--- config.mk ---
export PLATFORM = sky130hd
export DESIGN_NAME = ppi_mode1_handshake_ctrl_flat
export DESIGN_NICKNAME = d
export VERILOG_FILES = /design/src/rtl/ppi_mode1_handshake_ctrl_pkg.sv /design/src/rtl/ppi_mode1_handshake_ctrl_if.sv /design/src/rtl/ppi_mode1_handshake_ctrl_edge_sync.sv /design/src/rtl/ppi_mode1_handshake_ctrl.sv /design/src/flat_wrapper.sv
export SDC_FILE = /design/constraint.sdc
export NUM_CORES = 1
export LEC_CHECK = 0
export ABC_CLOCK_PERIOD_IN_PS = 3000
export CORE_MARGIN = 2
export CORE_UTILIZATION = 50
export CTS_CLUSTER_DIAMETER = 30
export DETAILED_ROUTE_END_ITERATION = 16
export GPL_ROUTABILITY_DRIVEN = 0
export GPL_TIMING_DRIVEN = 1
export PLACE_DENSITY = 0.83
export SYNTH_ARGS = -nofsm -noshare
export SYNTH_HDL_FRONTEND = slang
export SYNTH_HIERARCHICAL = 1
export SYNTH_SLANG_ARGS = --single-unit
--- constraint.sdc ---
create_clock -name clk_i -period 3 [get_ports clk_i]
set_clock_uncertainty 0.15 [all_clocks]
set_input_delay 0.3 -clock clk_i [delete_from_list [all_inputs] [get_ports clk_i]]
set_output_delay 0.3 -clock clk_i [all_outputs]
set_load 0.02 [all_outputs]
--- src/rtl/ppi_mode1_handshake_ctrl_pkg.sv ---
// Shared types and constants for the 8255-style mode 1 (strobed I/O) port controller.
// Holds FSM encodings, control-word/port-C bit positions and small decode helpers.
package ppi_mode1_handshake_ctrl_pkg;

    typedef enum logic [2:0] {
        ST_IDLE      = 3'd0,
        ST_IN_EMPTY  = 3'd1,
        ST_IN_FULL   = 3'd2,
        ST_OUT_EMPTY = 3'd3,
        ST_OUT_FULL  = 3'd4,
        ST_OUT_ACKED = 3'd5
    } state_t;

    // 8255 control word (mode-set form) bit positions
    localparam int CW_MODE_SET_BIT = 7;
    localparam int CW_A_MODE_LSB   = 5;
    localparam int CW_A_DIR_BIT    = 4;
    localparam int CW_B_MODE_BIT   = 2;
    localparam int CW_B_DIR_BIT    = 1;

    // Port C bits that hold INTE for each port/direction in mode 1
    localparam int PC_INTE_A_IN_BIT  = 4;
    localparam int PC_INTE_A_OUT_BIT = 6;
    localparam int PC_INTE_B_BIT     = 2;

    function automatic logic cw_mode1_en(input logic [7:0] cw, input logic port_a);
        if (port_a) begin
            return cw[CW_MODE_SET_BIT] && (cw[CW_A_MODE_LSB +: 2] == 2'b01);
        end
        return cw[CW_MODE_SET_BIT] && cw[CW_B_MODE_BIT];
    endfunction

    function automatic logic cw_dir_in(input logic [7:0] cw, input logic port_a);
        return port_a ? cw[CW_A_DIR_BIT] : cw[CW_B_DIR_BIT];
    endfunction

    function automatic int inte_bit(input logic port_a, input logic dir_in);
        if (port_a) begin
            return dir_in ? PC_INTE_A_IN_BIT : PC_INTE_A_OUT_BIT;
        end
        return PC_INTE_B_BIT;
    endfunction

    function automatic logic is_out_state(input state_t s);
        return (s == ST_OUT_EMPTY) || (s == ST_OUT_FULL) || (s == ST_OUT_ACKED);
    endfunction

endpackage

--- src/rtl/ppi_mode1_handshake_ctrl_if.sv ---
// Port bundle between the CPU decode / peripheral pins and one mode 1 port controller.
// cpu_rd / cpu_wr are single-cycle request pulses with no back-pressure: the controller
// accepts every pulse in the cycle it is high; stb_n / ack_n are asynchronous, active low.
interface ppi_mode1_handshake_ctrl_if #(
    parameter int WIDTH = 8
);
    logic             mode1_en;
    logic             dir_in;
    logic             inte;
    logic             stb_n;
    logic             ack_n;
    logic             cpu_rd;
    logic             cpu_wr;
    logic [WIDTH-1:0] cpu_wdata;
    logic [WIDTH-1:0] port_in;
    logic [WIDTH-1:0] rdata;
    logic [WIDTH-1:0] port_out;
    logic             port_oe;
    logic             ibf;
    logic             obf_n;
    logic             intr;
    logic             overrun;

    modport slave (
        input  mode1_en, dir_in, inte, stb_n, ack_n, cpu_rd, cpu_wr, cpu_wdata, port_in,
        output rdata, port_out, port_oe, ibf, obf_n, intr, overrun
    );

    modport master (
        output mode1_en, dir_in, inte, stb_n, ack_n, cpu_rd, cpu_wr, cpu_wdata, port_in,
        input  rdata, port_out, port_oe, ibf, obf_n, intr, overrun
    );

endinterface

--- src/rtl/ppi_mode1_handshake_ctrl_edge_sync.sv ---
// Multi-flop synchronizer for an asynchronous active-low handshake line, plus
// single-cycle rise/fall pulses derived from the synchronized level.
module ppi_mode1_handshake_ctrl_edge_sync #(
    parameter int SYNC_STAGES = 2
) (
    input  logic clk_i,
    input  logic rst_i,
    input  logic async_n_i,
    output logic rise_o,
    output logic fall_o
);

    logic [SYNC_STAGES-1:0] sync_q;
    logic                   prev_q;

    // Reset to the idle (high) level so leaving reset never fakes an edge
    always_ff @(posedge clk_i) begin
        if (rst_i) begin
            sync_q <= '1;
            prev_q <= 1'b1;
        end else begin
            sync_q <= {sync_q[SYNC_STAGES-2:0], async_n_i};
            prev_q <= sync_q[SYNC_STAGES-1];
        end
    end

    assign rise_o = ~prev_q & sync_q[SYNC_STAGES-1];
    assign fall_o = prev_q & ~sync_q[SYNC_STAGES-1];

endmodule

--- src/rtl/ppi_mode1_handshake_ctrl.sv ---
// One 8255 port sequenced in mode 1: strobed input (STB/IBF/INTR) or strobed output
// (OBF/ACK/INTR), selected by the control word; all pin and CPU outputs are registered.
module ppi_mode1_handshake_ctrl
    import ppi_mode1_handshake_ctrl_pkg::*;
#(
    parameter int SYNC_STAGES = 2,
    parameter int WIDTH       = 8
) (
    input  logic                        clk_i,
    input  logic                        rst_i,
    ppi_mode1_handshake_ctrl_if.slave   bus,
    output state_t                      dbg_state_o
);

    state_t             state_q, state_d;
    logic [WIDTH-1:0]   data_q, data_d;
    logic [WIDTH-1:0]   rdata_q, rdata_d;
    logic [WIDTH-1:0]   port_out_q, port_out_d;
    logic               port_oe_q, port_oe_d;
    logic               ibf_q, ibf_d;
    logic               obf_n_q, obf_n_d;
    logic               intr_q, intr_d;
    logic               overrun_q, overrun_d;
    logic               dir_in_q;
    logic               abort;
    logic               stb_rise, stb_fall;
    logic               ack_rise, ack_fall;

    ppi_mode1_handshake_ctrl_edge_sync #(.SYNC_STAGES(SYNC_STAGES)) u_stb_sync (
        .clk_i     (clk_i),
        .rst_i     (rst_i),
        .async_n_i (bus.stb_n),
        .rise_o    (stb_rise),
        .fall_o    (stb_fall)
    );

    ppi_mode1_handshake_ctrl_edge_sync #(.SYNC_STAGES(SYNC_STAGES)) u_ack_sync (
        .clk_i     (clk_i),
        .rst_i     (rst_i),
        .async_n_i (bus.ack_n),
        .rise_o    (ack_rise),
        .fall_o    (ack_fall)
    );

    always_ff @(posedge clk_i) begin
        if (rst_i) begin
            state_q    <= ST_IDLE;
            data_q     <= '0;
            rdata_q    <= '0;
            port_out_q <= '0;
            port_oe_q  <= 1'b0;
            ibf_q      <= 1'b0;
            obf_n_q    <= 1'b1;
            intr_q     <= 1'b0;
            overrun_q  <= 1'b0;
            dir_in_q   <= 1'b0;
        end else begin
            state_q    <= state_d;
            data_q     <= data_d;
            rdata_q    <= rdata_d;
            port_out_q <= port_out_d;
            port_oe_q  <= port_oe_d;
            ibf_q      <= ibf_d;
            obf_n_q    <= obf_n_d;
            intr_q     <= intr_d;
            overrun_q  <= overrun_d;
            dir_in_q   <= bus.dir_in;
        end
    end

    always_comb begin
        state_d    = state_q;
        data_d     = data_q;
        rdata_d    = rdata_q;
        port_out_d = port_out_q;
        ibf_d      = ibf_q;
        obf_n_d    = obf_n_q;
        intr_d     = intr_q;
        overrun_d  = overrun_q;

        // Reconfiguration mid-handshake drops the handshake; data registers keep their contents
        abort = (state_q != ST_IDLE) && (!bus.mode1_en || (bus.dir_in != dir_in_q));

        if (abort) begin
            state_d   = ST_IDLE;
            ibf_d     = 1'b0;
            obf_n_d   = 1'b1;
            intr_d    = 1'b0;
            overrun_d = 1'b0;
        end else begin
            unique case (state_q)
                ST_IDLE: begin
                    if (bus.mode1_en) begin
                        state_d = bus.dir_in ? ST_IN_EMPTY : ST_OUT_EMPTY;
                    end
                end
                ST_IN_EMPTY: begin
                    if (bus.cpu_rd) begin
                        rdata_d = data_q;
                    end
                    if (stb_fall) begin
                        data_d  = bus.port_in;
                        ibf_d   = 1'b1;
                        state_d = ST_IN_FULL;
                    end
                end
                ST_IN_FULL: begin
                    if (bus.cpu_rd) begin
                        rdata_d = data_q;
                        intr_d  = 1'b0;
                        // A strobe in the same cycle refills the buffer as it drains
                        if (stb_fall) begin
                            data_d = bus.port_in;
                        end else begin
                            ibf_d   = 1'b0;
                            state_d = ST_IN_EMPTY;
                        end
                    end else begin
                        if (stb_fall) begin
                            overrun_d = 1'b1;
                        end
                        if (stb_rise) begin
                            intr_d = 1'b1;
                        end
                    end
                end
                ST_OUT_EMPTY: begin
                    if (bus.cpu_rd) begin
                        rdata_d = port_out_q;
                    end
                    if (bus.cpu_wr) begin
                        port_out_d = bus.cpu_wdata;
                        obf_n_d    = 1'b0;
                        intr_d     = 1'b0;
                        state_d    = ST_OUT_FULL;
                    end
                end
                ST_OUT_FULL: begin
                    if (bus.cpu_rd) begin
                        rdata_d = port_out_q;
                    end
                    if (bus.cpu_wr) begin
                        port_out_d = bus.cpu_wdata;
                        obf_n_d    = 1'b0;
                        intr_d     = 1'b0;
                    end else if (ack_fall) begin
                        obf_n_d = 1'b1;
                        state_d = ST_OUT_ACKED;
                    end
                end
                ST_OUT_ACKED: begin
                    if (bus.cpu_rd) begin
                        rdata_d = port_out_q;
                    end
                    if (bus.cpu_wr) begin
                        port_out_d = bus.cpu_wdata;
                        obf_n_d    = 1'b0;
                        intr_d     = 1'b0;
                        state_d    = ST_OUT_FULL;
                    end else if (ack_rise) begin
                        intr_d  = 1'b1;
                        state_d = ST_OUT_EMPTY;
                    end
                end
                default: begin
                    state_d = ST_IDLE;
                end
            endcase
        end

        // INTE gates the request level, so clearing it drops INTR without later re-asserting
        intr_d    = intr_d & bus.inte;
        port_oe_d = is_out_state(state_d);
    end

    assign bus.rdata    = rdata_q;
    assign bus.port_out = port_out_q;
    assign bus.port_oe  = port_oe_q;
    assign bus.ibf      = ibf_q;
    assign bus.obf_n    = obf_n_q;
    assign bus.intr     = intr_q;
    assign bus.overrun  = overrun_q;
    assign dbg_state_o  = state_q;

endmodule
--- src/flat_wrapper.sv ---
// flat-port wrapper written by rule: the top's interface ports become plain ports
module ppi_mode1_handshake_ctrl_flat import ppi_mode1_handshake_ctrl_pkg::*;
#(
    parameter int SYNC_STAGES = 2,
    parameter int WIDTH       = 8
)
  (clk_i, rst_i, dbg_state_o, bus_mode1_en, bus_dir_in, bus_inte, bus_stb_n, bus_ack_n, bus_cpu_rd, bus_cpu_wr, bus_cpu_wdata, bus_port_in, bus_rdata, bus_port_out, bus_port_oe, bus_ibf, bus_obf_n, bus_intr, bus_overrun);
  ppi_mode1_handshake_ctrl_if #(.WIDTH(WIDTH)) bus_i ();
  input  logic clk_i;
  input  logic rst_i;
  output state_t dbg_state_o;
  input wire logic [$bits(bus_i.mode1_en)-1:0] bus_mode1_en;
  input wire logic [$bits(bus_i.dir_in)-1:0] bus_dir_in;
  input wire logic [$bits(bus_i.inte)-1:0] bus_inte;
  input wire logic [$bits(bus_i.stb_n)-1:0] bus_stb_n;
  input wire logic [$bits(bus_i.ack_n)-1:0] bus_ack_n;
  input wire logic [$bits(bus_i.cpu_rd)-1:0] bus_cpu_rd;
  input wire logic [$bits(bus_i.cpu_wr)-1:0] bus_cpu_wr;
  input wire logic [$bits(bus_i.cpu_wdata)-1:0] bus_cpu_wdata;
  input wire logic [$bits(bus_i.port_in)-1:0] bus_port_in;
  output wire logic [$bits(bus_i.rdata)-1:0] bus_rdata;
  output wire logic [$bits(bus_i.port_out)-1:0] bus_port_out;
  output wire logic [$bits(bus_i.port_oe)-1:0] bus_port_oe;
  output wire logic [$bits(bus_i.ibf)-1:0] bus_ibf;
  output wire logic [$bits(bus_i.obf_n)-1:0] bus_obf_n;
  output wire logic [$bits(bus_i.intr)-1:0] bus_intr;
  output wire logic [$bits(bus_i.overrun)-1:0] bus_overrun;
  assign bus_i.mode1_en = bus_mode1_en;
  assign bus_i.dir_in = bus_dir_in;
  assign bus_i.inte = bus_inte;
  assign bus_i.stb_n = bus_stb_n;
  assign bus_i.ack_n = bus_ack_n;
  assign bus_i.cpu_rd = bus_cpu_rd;
  assign bus_i.cpu_wr = bus_cpu_wr;
  assign bus_i.cpu_wdata = bus_cpu_wdata;
  assign bus_i.port_in = bus_port_in;
  assign bus_rdata = bus_i.rdata;
  assign bus_port_out = bus_i.port_out;
  assign bus_port_oe = bus_i.port_oe;
  assign bus_ibf = bus_i.ibf;
  assign bus_obf_n = bus_i.obf_n;
  assign bus_intr = bus_i.intr;
  assign bus_overrun = bus_i.overrun;
  ppi_mode1_handshake_ctrl #(.SYNC_STAGES(SYNC_STAGES), .WIDTH(WIDTH)) u_core (.clk_i(clk_i), .rst_i(rst_i), .bus(bus_i), .dbg_state_o(dbg_state_o));
endmodule
**After elaboration in Yosys (flattened, before gate mapping)**

Index checks and enable logic that the tools add are counted.

- Register bits after elaboration: 39
- Latch bits: 0
- Logic and storage cells: 95
- Bits of input ports: 25
- Bits in read-only memories: 0
- Memories: 0
- Bits in writable memories: 0

- Bitwise operators: 11
- Add/subtract/negate cells: 0
- Multiplexer cells: 33
- Shift operators: 0
- Div/mod/pow operators: 0
- Equality and inequality tests: 16
- Reduce and logical (&&, ||, !) cells: 21
- Multipliers: 0
- $lt $le $gt $ge: 0

Operators with widths:

| operator | number |
|---|---|
| 8-bit 2-to-1 mux | 4 |
| 8-bit one-hot mux with 2 select lines | 2 |
| 3-bit 2-to-1 mux | 10 |
| 3-bit one-hot mux with 6 select lines | 1 |
| 3-bit equality test, second input constant | 4 |
| 1-bit 2-to-1 mux | 12 |
| 3-bit AND reduction | 4 |
| 3-bit by 2-bit equality test with 1-bit output, second input constant | 3 |
| 2-bit by 1-bit != test with 1-bit output, second input constant | 4 |
| 4-bit AND reduction | 2 |
| 2-bit OR reduction | 4 |
| 1-bit inverter | 6 |
| 2-bit nonzero test | 3 |
| 1-bit AND | 5 |
| 2-bit != test, second input constant | 2 |
| 1-bit one-hot mux with 2 select lines | 2 |
| 3-bit by 1-bit equality test with 1-bit output, second input constant | 1 |
| 3-bit zero test | 1 |
| 1-bit logical OR | 3 |
| 3-bit by 2-bit != test with 1-bit output, second input constant | 1 |
| 1-bit one-hot mux with 3 select lines | 1 |
| 3-bit nonzero test | 1 |
| 3-bit OR reduction | 1 |
| 2-bit 2-to-1 mux | 1 |
| 3 further kinds | 3 |

**Logic depth before layout (Yosys ltp)**

Gate-level depths: netlist of run 1.

- Depth after elaboration: 9
- Mapped depth: 7
- Depth with buffers taken out: 6

**Hierarchy**

Netlist of run 1, hierarchy kept.

Modules (own cells, without submodules):

| module | area each (µm²) | instances | cells each |
|---|---|---|---|
| ppi_mode1_handshake_ctrl | 1527.7 | 1 | 162 |
| ppi_mode1_handshake_ctrl_edge_sync | 92.6 | 2 | 8 |

**Worst setup path after synthesis of run 1**

Ideal clock, no wire load.

- Path type: register to register
- Start point: reg u_core.state_q[1] (netlist: u_core/dbg_state_o[1])
- End point: reg u_core.port_out_q[0] (netlist: u_core/bus.port_out[0])
- Setup slack: 1249 ps
- Buffers on the path: 1
- Data arrival time: 1471 ps
- Library setup time: 130 ps
- Cell stages (with the launch flop): 7
- Cell sequence: dfxtp_1 > nand2b_1 > o21ai_1 > buf_4 > nand3_2 > mux2i_1 > nor2_1

- Word-level cells in the longest chain between the ends: 4

Ends and longest elaborated chain:

| what | RTL line | source |
|---|---|---|
| from (decl) | ppi_mode1_handshake_ctrl.sv:15 | `state_t state_q, state_d;` |
| from (signal assigned) | ppi_mode1_handshake_ctrl.sv:58 | `state_q <= state_d;` |
| parallel branches: the longest is 3 deep, another holds 3-bit by 2-bit equality test with 1-bit output | -- |  |
| 3-bit AND reduction (no source line) * | -- |  |
| to (signal assigned) | ppi_mode1_handshake_ctrl.sv:61 | `port_out_q <= port_out_d;` |
| to (decl) | ppi_mode1_handshake_ctrl.sv:18 | `logic [WIDTH-1:0] port_out_q, port_out_d;` |

Mark *: on every way between the ends.
A chain may end at the register's enable or synchronous reset.

**Final worst setup path of run 1**

- Start point: reg u_core.state_q[1] (netlist: u_core/dbg_state_o[1])
- End point: out dbg_state_o[1]

RTL lines:

| what | RTL line | source |
|---|---|---|
| to (decl) | flat_wrapper.sv:11 | `output state_t dbg_state_o;` |

No word-level cell between the ends.

==> results of run 1 <==
==> flip-flops by register name, indices dropped and copies added, names as in the netlist <==
| signal | cells |
|---|---|
| u_core/bus.port_oe | 1 |
| u_core/bus.ibf | 1 |
| u_core/dbg_state_o | 3 |
| u_core/data_q | 8 |
| u_core/bus.overrun | 1 |
| u_core/bus.port_out | 8 |
| u_core/u_stb_sync/prev_q | 1 |
| u_core/u_ack_sync/sync_q | 2 |
| u_core/u_ack_sync/prev_q | 1 |
| u_core/bus.obf_n | 1 |
| u_core/bus.rdata | 8 |
| u_core/bus.intr | 1 |
| u_core/u_stb_sync/sync_q | 2 |
| u_core/dir_in_q | 1 |
==> synth_stat cells, drive strengths merged <==
library cell,number
nor4bb,1
nor3b,1
o22ai,1
a32oi,1
a32o,1
o31ai,1
o41ai,1
clkbuf,6
a211oi,9
mux2,1
mux2i,24
nand3,3
o211ai,1
and2b,2
o21ai,5
or2,6
o21bai,2
buf,5
a21oi,6
o32a,1
and3b,1
inv,4
a221o,2
and2,2
nand2b,1
nor2b,5
dfxtp,39
a31oi,1
a2111oi,2
xnor2,1
nor3,4
nor2,29
nand2,7
and3,1
nor4,1
==> kinds of logic after synthesis <==
logic type	synth area share, %
DFF	45.6
AOI/OAI and AO/OA	15.7
buffers and inverters	4.16
and+or+nand+nor	18.9
xor gates and xnor gates	0.950
muxes	14.7
==> worst max-delay path by stage <==
stage	startpoint	to	slack, ps
floorplan	u_core/dbg_state_o[1]$_SDFF_PP0_	u_core/bus.port_out[0]$_SDFFE_PP0P_	1250
global placement	bus_dir_in	u_core/bus.port_out[7]$_SDFFE_PP0P_	860
finish	u_core/dbg_state_o[1]$_SDFF_PP0_	dbg_state_o[1]	770
CTS	u_core/dbg_state_o[1]$_SDFF_PP0_	dbg_state_o[1]	760
detailed placement	bus_dir_in	u_core/bus.port_out[1]$_SDFFE_PP0P_	740
global route	u_core/dbg_state_o[2]$_SDFF_PP0_	u_core/bus.port_out[1]$_SDFFE_PP0P_	560
==> per-layer routing <==
metal	part of all wire (%)	track usage, %
met1	42	25.6
met5	0	0
met3	6.0	4.32
met4	1.1	7.50
met2	51	36.3
==> stage by stage <==
step | std cells | power (mW) | setup slack (ps) | hold slack, ps | utilization (%)
final | 272 | 1.01 | 766 | 259 | 68.6
after global placement | 264 | 0.757 | 864 | 236 | 67.0
after floorplan | 178 | 0.687 | 1250 | 233 | -
after CTS | 272 | 1.02 | 763 | 264 | 68.6
after detailed placement | 264 | 0.766 | 741 | 238 | 67.0
after global routing | 272 | 1.07 | 557 | 282 | 68.6
==> final cells by class <==
| type | instances | area, um^2 | share of cell area, % |
|---|---|---|---|
| multi-input combinational | 124 | 861 | 37.9 |
| timing repair buffer | 51 | 503 | 22.1 |
| tap | 46 | 57.6 | 2.53 |
| inverter | 4 | 15.0 | 0.661 |
| sequential | 39 | 781 | 34.4 |
| clock inverter | 2 | 12.5 | 0.551 |
| clock buffer | 6 | 41.3 | 1.82 |
==> power by group through the flow <==
stage	clock network, mW	logic, mW	registers [mW]
after floorplan	0	0.112	0.575
after global placement	0	0.183	0.574
after detailed placement	0	0.189	0.577
after CTS	0.270	0.189	0.565
after global routing	0.294	0.207	0.570
final	0.258	0.190	0.566
==> results.sh, run 1 <==
export IMPL_fmax_ghz=0.448
export IMPL_yosys_area_top_type="dfxtp_1"
export IMPL_grt_max_degree=32
export IMPL_p_comb_share_pct=18.8
export IMPL_criticalPathCategory="flip-flop to output port"
export IMPL_cts_tree="built"
export IMPL_cp_required_ps=2550
export IMPL_drc=0
export IMPL_critPathLaunchType="flip-flop"
export IMPL_layout_commonest_cell="clkdlybuf4s50_1"
export IMPL_cap_violations=0
export IMPL_cts_repair_resized=0
export IMPL_layout_common_cells="48 x clkdlybuf4s50_1, 39 x dfxtp_1, 29 x nor2_1"
export IMPL_min_path_cells=1
export IMPL_rsz0062_at_grt="no"
export IMPL_ir_drop_v=0.000350
export IMPL_pwr_density_cell_nw_per_um2=447
export IMPL_cp_depth=1
export IMPL_slew_headroom_pct=59.5
export IMPL_wl_um=3840
export IMPL_hold_viol_final=0
export IMPL_place_area_um2=2220
export IMPL_post_route_min_period_ps=2230
export IMPL_clock_path_buffers=2
export IMPL_netlist_area_um2=1710
export IMPL_tightestPinTransition_ps=607
export IMPL_r2r_start="u_core/dbg_state_o[2]$_SDFF_PP0_"
export IMPL_synth_distinct_cells=42
export IMPL_switching_share_pct=28.7
export IMPL_num_rows=21
export IMPL_slowest_delay_ps=730
export IMPL_vias=1487
export IMPL_power_leakage_nw=0.891
export IMPL_fill_cells=275
export IMPL_first_pass_iters=5
export IMPL_hp_class="flip-flop to flip-flop"
export IMPL_drive_above_1_share_pct=7.96
export IMPL_io_pins=49
export IMPL_die_area_um2=3910
export IMPL_power_frac_seq_pct=55.8
export IMPL_via_per_inst=5.47
export IMPL_cts_root_buf="clkbuf_4"
export IMPL_postSynthAreaPerCell_um2=9.62
export IMPL_start_util_pct=51.7
export IMPL_grt_util_all_layers_pct=20.9
export IMPL_drt_iter0_markers=251
export IMPL_areaGrowthSynthToFinish_pct=32.6
export IMPL_switchingPower_mw=0.291
export IMPL_synth_seq_cells=39
export IMPL_path_cells="clkdlybuf4s50_1"
export IMPL_end_kind="output port"
export IMPL_core_area_um2=3310
export IMPL_ys_warn_count=6
export IMPL_cts_hold_buf=0
export IMPL_cp_num_buf_inv=1
export IMPL_grt_pass1_vias=1420
export IMPL_min_delay_start="u_core/u_ack_sync/sync_q[0]$_SDFF_PP1_"
export IMPL_synthCells=178
export IMPL_final_cell_area_um2=2270
export IMPL_die_x_um=62.5
export IMPL_clk_pin_slew_ps=120
export IMPL_cts_sinks=39
export IMPL_die_h_um=62.5
export IMPL_syn_nets=203
export IMPL_slowest_stage="dfxtp_1"
export IMPL_synth_top_cell_area_share_pct=45.6
export IMPL_reg2reg_depth=6
export IMPL_final_max_slew_violation_count=0
export IMPL_grt_ovfl_total=0
export IMPL_worstPathArrival_ps=1780
export IMPL_seq_area_frac_synth_pct=45.6
export IMPL_antenna_found_initial=0
export IMPL_clk_latency_ps=330
export IMPL_ant_nets=0
export IMPL_p_int_mw=0.723
export IMPL_port_buffers=48
export IMPL_diodes=0
export IMPL_htreeDepth=2
export IMPL_finalSetupViolations=0
export IMPL_setup_tns_final_ps=0
export IMPL_cpLargestDelayFamily="flip-flops"
export IMPL_cts_inserted_buffers=5
export IMPL_whs_endpoint="u_core/u_ack_sync/sync_q[1]$_SDFF_PP1_"
export IMPL_finalCritPeriodShare_pct=74.5
export IMPL_synth_area_leaders="dfxtp_1 46%, mux2i_1 14%, nor2_1 6.4%"
export IMPL_rr_endpoint="u_core/bus.port_out[1]$_SDFFE_PP0P_"
export IMPL_pwr_share_clk_pct=25.5
export IMPL_wire_per_inst_um=14.1
export IMPL_postCtsSetupRepairBufs=0
export IMPL_outcome="finished, final reports clean"
export IMPL_grt_first_pass_wirelength_um=6520
export IMPL_dp_hpwl_um=2720
export IMPL_rrSetupSlack_ps=770
export IMPL_layout_nets=250
export IMPL_path_max_fanout=17
(Power assumes the default switching activity.)
==> run 2, diff against run 1 <==
--- a/config.mk
+++ b/config.mk
@@ -5,14 +5,14 @@
 export SDC_FILE = /design/constraint.sdc
 export NUM_CORES = 1
 export LEC_CHECK = 0
-export ABC_CLOCK_PERIOD_IN_PS = 3000
+export ABC_CLOCK_PERIOD_IN_PS = 1900
 export CORE_MARGIN = 2
-export CORE_UTILIZATION = 50
+export CORE_UTILIZATION = 42
 export CTS_CLUSTER_DIAMETER = 30
 export DETAILED_ROUTE_END_ITERATION = 16
 export GPL_ROUTABILITY_DRIVEN = 0
 export GPL_TIMING_DRIVEN = 1
-export PLACE_DENSITY = 0.83
+export PLACE_DENSITY = 0.75
 export SYNTH_ARGS = -nofsm -noshare
 export SYNTH_HDL_FRONTEND = slang
 export SYNTH_HIERARCHICAL = 1
==> constraint.sdc (replaced) <==
create_clock -name clk_i -period 1.9 [get_ports clk_i]
set_clock_uncertainty 0.15 [all_clocks]
set_input_delay 0.19 -clock clk_i [delete_from_list [all_inputs] [get_ports clk_i]]
set_output_delay 0.19 -clock clk_i [all_outputs]
set_load 0.02 [all_outputs]
==> run 2 against run 1 <==
Net effect:
- non-clock buffer count increased by 15
- first-iteration DRC count decreased by 42%
- count of clock-buffer cells in the layout increased by 1
- clock power increased by 130%
- critical path type unchanged
==> results.sh, run 2 (same netlist as run 1, synthesis figures left out) <==
export IMPL_switching_share_pct=26.9
export IMPL_slowest_stage="clkdlybuf4s50_1"
export IMPL_port_buffers=48
export IMPL_cts_root_buf="clkbuf_8"
export IMPL_drt_iter0_markers=146
export IMPL_hold_viol_final=0
export IMPL_grt_first_pass_wirelength_um=6020
export IMPL_layout_commonest_cell="clkdlybuf4s50_1"
export IMPL_layout_common_cells="48 x clkdlybuf4s50_1, 36 x dfxtp_1, 29 x nor2_1"
export IMPL_grt_util_all_layers_pct=17.5
export IMPL_tightestPinTransition_ps=407
export IMPL_rsz0062_at_grt="no"
export IMPL_slowest_delay_ps=590
export IMPL_cts_sinks=39
export IMPL_worstPathArrival_ps=1470
export IMPL_cp_num_buf_inv=2
export IMPL_clk_pin_slew_ps=80
export IMPL_via_per_inst=5.22
export IMPL_grt_ovfl_total=0
export IMPL_switchingPower_mw=0.489
export IMPL_final_max_slew_violation_count=0
export IMPL_postCtsSetupRepairBufs=0
export IMPL_fmax_ghz=0.551
export IMPL_finalWorstSetupSlack_ps=86.4
export IMPL_ant_nets=0
export IMPL_cts_hold_buf=0
export IMPL_post_route_util_pct=61.8
export IMPL_cpLargestDelayFamily="buffers and inverters"
export IMPL_die_h_um=67.9
export IMPL_wl_um=3860
export IMPL_power_leakage_nw=0.989
export IMPL_cp_required_ps=1560
export IMPL_areaGrowthSynthToFinish_pct=43.3
export IMPL_die_area_um2=4600
export IMPL_path_cells="buf_4 -> clkdlybuf4s50_1"
export IMPL_outcome="finished, final reports clean"
export IMPL_die_x_um=67.9
export IMPL_ir_drop_v=0.000463
export IMPL_final_cell_area_um2=2450
export IMPL_layout_nets=265
export IMPL_diodes=0
export IMPL_vias=1518
export IMPL_criticalPathCategory="flip-flop to output port"
export IMPL_pwr_share_clk_pct=32.2
export IMPL_clk_latency_ps=280
export IMPL_p_comb_share_pct=19.4
export IMPL_path_max_fanout=11
export IMPL_p_int_mw=1.33
export IMPL_core_area_um2=3970
export IMPL_place_area_um2=2350
export IMPL_dp_hpwl_um=2860
export IMPL_holdWs_ps=257
export IMPL_regArea_um2=787
export IMPL_io_pins=49
export IMPL_pre_cts_slack_ps=-87.1
export IMPL_hp_class="flip-flop to flip-flop"
export IMPL_grt_pass1_vias=1328
export IMPL_drive_above_1_share_pct=15.4
export IMPL_clock_path_buffers=2
export IMPL_critPathLaunchType="flip-flop"
export IMPL_antenna_found_initial=0
export IMPL_cts_inserted_buffers=5
export IMPL_fill_cells=336
export IMPL_setup_tns_final_ps=0
export IMPL_grt_max_degree=31
export IMPL_cap_violations=0
export IMPL_finalSetupViolations=0
export IMPL_power_frac_seq_pct=48.5
export IMPL_post_route_min_period_ps=1810
export IMPL_drc=0
export IMPL_start_util_pct=43.1
export IMPL_first_pass_iters=4
export IMPL_multiInputGateArea_um2=867
export IMPL_finalCritPeriodShare_pct=95.5
export IMPL_pwr_density_cell_nw_per_um2=741
export IMPL_stdcell_count=291
export IMPL_num_rows=23
export IMPL_htreeDepth=2
export IMPL_dp_cells=283
export IMPL_cts_tree="built"
export IMPL_end_kind="output port"
export IMPL_slew_headroom_pct=72.7
export IMPL_totalPowerFinal_mw=1.82
export IMPL_wire_per_inst_um=13.3
## run 2: timing repair
action,in CTS,in global routing
setup endpoints to repair,2,4
cloned,0,0
resized for setup,2,3
pin swaps,0,1
## run 2: layer usage
| metal | GRT usage [%] | part of all wire, % |
|---|---|---|
| met4 | 7.00 | 1.4 |
| met3 | 4.11 | 5.4 |
| met5 | 0 | 0 |
| met2 | 27.6 | 48 |
| met1 | 23.0 | 45 |
## run 2: final timing paths
kind                                                              from                                endpoint  slack (ps)  depth (start not counted)
worst max-delay path                  u_core/dbg_state_o[1]$_SDFF_PP0_                          dbg_state_o[1]          90                          2
worst min-delay path            u_core/u_stb_sync/sync_q[0]$_SDFF_PP1_  u_core/u_stb_sync/sync_q[1]$_SDFF_PP1_         260                          1
worst max register to register  u_core/u_stb_sync/sync_q[1]$_SDFF_PP1_           u_core/bus.port_oe$_SDFF_PP0_         120                          6
worst min register to register  u_core/u_stb_sync/sync_q[0]$_SDFF_PP1_  u_core/u_stb_sync/sync_q[1]$_SDFF_PP1_         260                          1
## run 2: final cells by class
| cell class | instances | area share, % |
|---|---|---|
| tap | 50 | 2.55 |
| inverter | 4 | 0.612 |
| timing repair buffer | 66 | 25.6 |
| multi-input combinational | 124 | 35.3 |
| clock buffer | 7 | 3.52 |
| clock inverter | 1 | 0.357 |
| sequential | 39 | 32.1 |
## run 2: worst register-to-register path: stages, from the launching register on
cell,delay (ps)
dfxtp_1,320
and2b_1,320
nor4bb_1,100
o31ai_1,330
nand3_1,140
a31oi_2,230
o21bai_1,90
## run 2: power groups by stage
stage	Sequential, mW	Clock (mW)	Combinational, mW
after floorplan	0.908	0	0.176
after global placement	0.897	0	0.342
after detailed placement	0.897	0	0.344
after CTS	0.880	0.590	0.346
after global routing	0.886	0.628	0.377
final	0.882	0.585	0.352
==> run 3, diff against run 2 <==
--- a/config.mk
+++ b/config.mk
@@ -13,6 +13,7 @@
 export GPL_ROUTABILITY_DRIVEN = 0
 export GPL_TIMING_DRIVEN = 1
 export PLACE_DENSITY = 0.75
+export SKIP_LAST_GASP = 1
 export SYNTH_ARGS = -nofsm -noshare
 export SYNTH_HDL_FRONTEND = slang
 export SYNTH_HIERARCHICAL = 1
==> constraint.sdc (replaced) <==
create_clock -name clk_i -period 1.9 [get_ports clk_i]
set_clock_uncertainty 0.15 [all_clocks]
set_input_delay 0.19 -clock clk_i [delete_from_list [all_inputs] [get_ports clk_i]]
set_output_delay 0.19 -clock clk_i [all_outputs]
set_load 0.01 [all_outputs]
==> run 3 against run 2 <==
Net effect:
- first-iteration DRC count is 21% lower
- non-clock buffer count stayed put
- sequential share of layout area is 0.38 points lower
- count of clock-buffer cells in the layout is 1 lower
- combinational power is 5% lower
- critical path depth stayed put
- largest cell class unchanged
- wire length hardly changed
- worst hold slack better by 2.7 ps
- global-route usage is 1.0 points higher
- sequential power is 0.5% lower
- cell count stayed put
- design area is 0.71% higher
==> results.sh, run 3 (same netlist as run 1, synthesis figures left out) <==
export IMPL_outcome="finished, final reports clean"
export IMPL_clk_latency_ps=290
export IMPL_rsz0062_at_grt="no"
export IMPL_grt_pass1_vias=1336
export IMPL_critPathLaunchType="flip-flop"
export IMPL_cts_inserted_buffers=5
export IMPL_port_buffers=48
export IMPL_setup_tns_final_ps=0
export IMPL_finalWorstSetupSlack_ps=76.2
export IMPL_ant_nets=0
export IMPL_dp_cells=283
export IMPL_core_area_um2=3970
export IMPL_grt_max_degree=31
export IMPL_clock_path_buffers=2
export IMPL_cts_root_buf="clkbuf_8"
export IMPL_layout_common_cells="48 x clkdlybuf4s50_1, 37 x dfxtp_1, 29 x nor2_1"
export IMPL_power_leakage_nw=1.00
export IMPL_finalCritPeriodShare_pct=96.0
export IMPL_cap_violations=0
export IMPL_power_frac_seq_pct=45.1
export IMPL_final_cell_area_um2=2470
export IMPL_layout_commonest_cell="clkdlybuf4s50_1"
export IMPL_die_x_um=67.9
export IMPL_post_route_min_period_ps=1820
export IMPL_p_int_mw=1.46
export IMPL_grt_util_all_layers_pct=18.5
export IMPL_first_pass_iters=4
export IMPL_tightestPinTransition_ps=449
export IMPL_htreeDepth=2
export IMPL_totalPowerFinal_mw=1.95
export IMPL_grt_first_pass_wirelength_um=6210
export IMPL_die_h_um=67.9
export IMPL_slew_headroom_pct=69.3
export IMPL_layout_nets=265
export IMPL_grt_ovfl_total=0
export IMPL_final_max_slew_violation_count=0
export IMPL_num_rows=23
export IMPL_pwr_density_cell_nw_per_um2=788
export IMPL_finalSetupViolations=0
export IMPL_die_area_um2=4600
export IMPL_postCtsSetupRepairBufs=0
export IMPL_switching_share_pct=24.9
export IMPL_vias=1478
export IMPL_worstPathArrival_ps=1480
export IMPL_switchingPower_mw=0.484
export IMPL_cpLargestDelayFamily="buffers and inverters"
export IMPL_criticalPathCategory="flip-flop to output port"
export IMPL_areaGrowthSynthToFinish_pct=44.3
export IMPL_io_pins=49
export IMPL_antenna_found_initial=0
export IMPL_drc=0
export IMPL_start_util_pct=43.1
export IMPL_drt_iter0_markers=116
export IMPL_hp_class="flip-flop to flip-flop"
export IMPL_path_cells="buf_4 -> clkdlybuf4s50_1"
export IMPL_pre_cts_slack_ps=-61.8
export IMPL_cp_required_ps=1560
export IMPL_end_kind="output port"
export IMPL_wl_um=3860
export IMPL_cp_num_buf_inv=2
export IMPL_stdcell_count=291
export IMPL_clk_pin_slew_ps=80
export IMPL_diodes=0
export IMPL_place_area_um2=2350
export IMPL_path_max_fanout=8
export IMPL_ir_drop_v=0.000449
export IMPL_cts_sinks=39
export IMPL_p_comb_share_pct=17.3
export IMPL_drive_above_1_share_pct=15.4
export IMPL_pwr_share_clk_pct=37.6
export IMPL_dp_hpwl_um=2830
export IMPL_hold_viol_final=0
export IMPL_fmax_ghz=0.548
export IMPL_cts_hold_buf=0
export IMPL_wire_per_inst_um=13.3
export IMPL_cts_tree="built"
export IMPL_slowest_stage="clkdlybuf4s50_1"
export IMPL_via_per_inst=5.08
export IMPL_slowest_delay_ps=530
[run 3: worst reg2reg max path, delay by kind of cell (launching register included)]
kind,cells,cell delay (ps)
AOI/OAI and AO/OA,3,800
buffers and inverters,1,190
and+or+nand+nor,1,170
DFF,1,370
[run 3: worst paths after layout]
kind	startpoint	end	slack, ps	cells after the start
min	u_core/u_ack_sync/sync_q[0]$_SDFF_PP1_	u_core/u_ack_sync/sync_q[1]$_SDFF_PP1_	260	1
max reg2reg	u_core/dbg_state_o[0]$_SDFF_PP0_	u_core/bus.port_oe$_SDFF_PP0_	150	5
min reg2reg	u_core/u_ack_sync/sync_q[0]$_SDFF_PP1_	u_core/u_ack_sync/sync_q[1]$_SDFF_PP1_	260	1
max	u_core/dbg_state_o[2]$_SDFF_PP0_	dbg_state_o[2]	80	2
[run 3: layout make-up]
cell class                 instances  area, um^2
fill                             347        1500
multi-input combinational        124         862
sequential                        39         783
timing repair buffer              66         628
clock buffer                       6        82.6
tap                               50        62.6
clock inverter                     2        38.8
inverter                           4        15.0
[run 3: power groups by stage]
stage	logic, mW	clock network (mW)	registers [mW]
floorplan	0.176	0	0.892
global placement	0.332	0	0.895
detailed placement	0.336	0	0.895
CTS	0.338	0.748	0.879
global route	0.367	0.776	0.883
finish	0.336	0.733	0.878
[run 3: per-stage QoR]
| stage | utilization [%] | hold slack [ps] |
|---|---|---|
| floorplan | - | 137 |
| global placement | 59.1 | 235 |
| detailed placement | 59.1 | 247 |
| CTS | 62.2 | 265 |
| global route | 62.3 | 271 |
| finish | 62.3 | 260 |
[run 3: layer usage]
layer  vias up  track usage (%)  routed length, um
met3         6             5.43                191
met2        43             28.7               1840
met4         0             6.75                 68
li1        750                -                  -
met1       679             24.3               1750
met5         -                0                  0
[run 3: repair_timing]
action	4_1_cts	5_1_grt
setup endpoints to repair	2	1
gates resized for setup	2	1
pin swaps	0	1
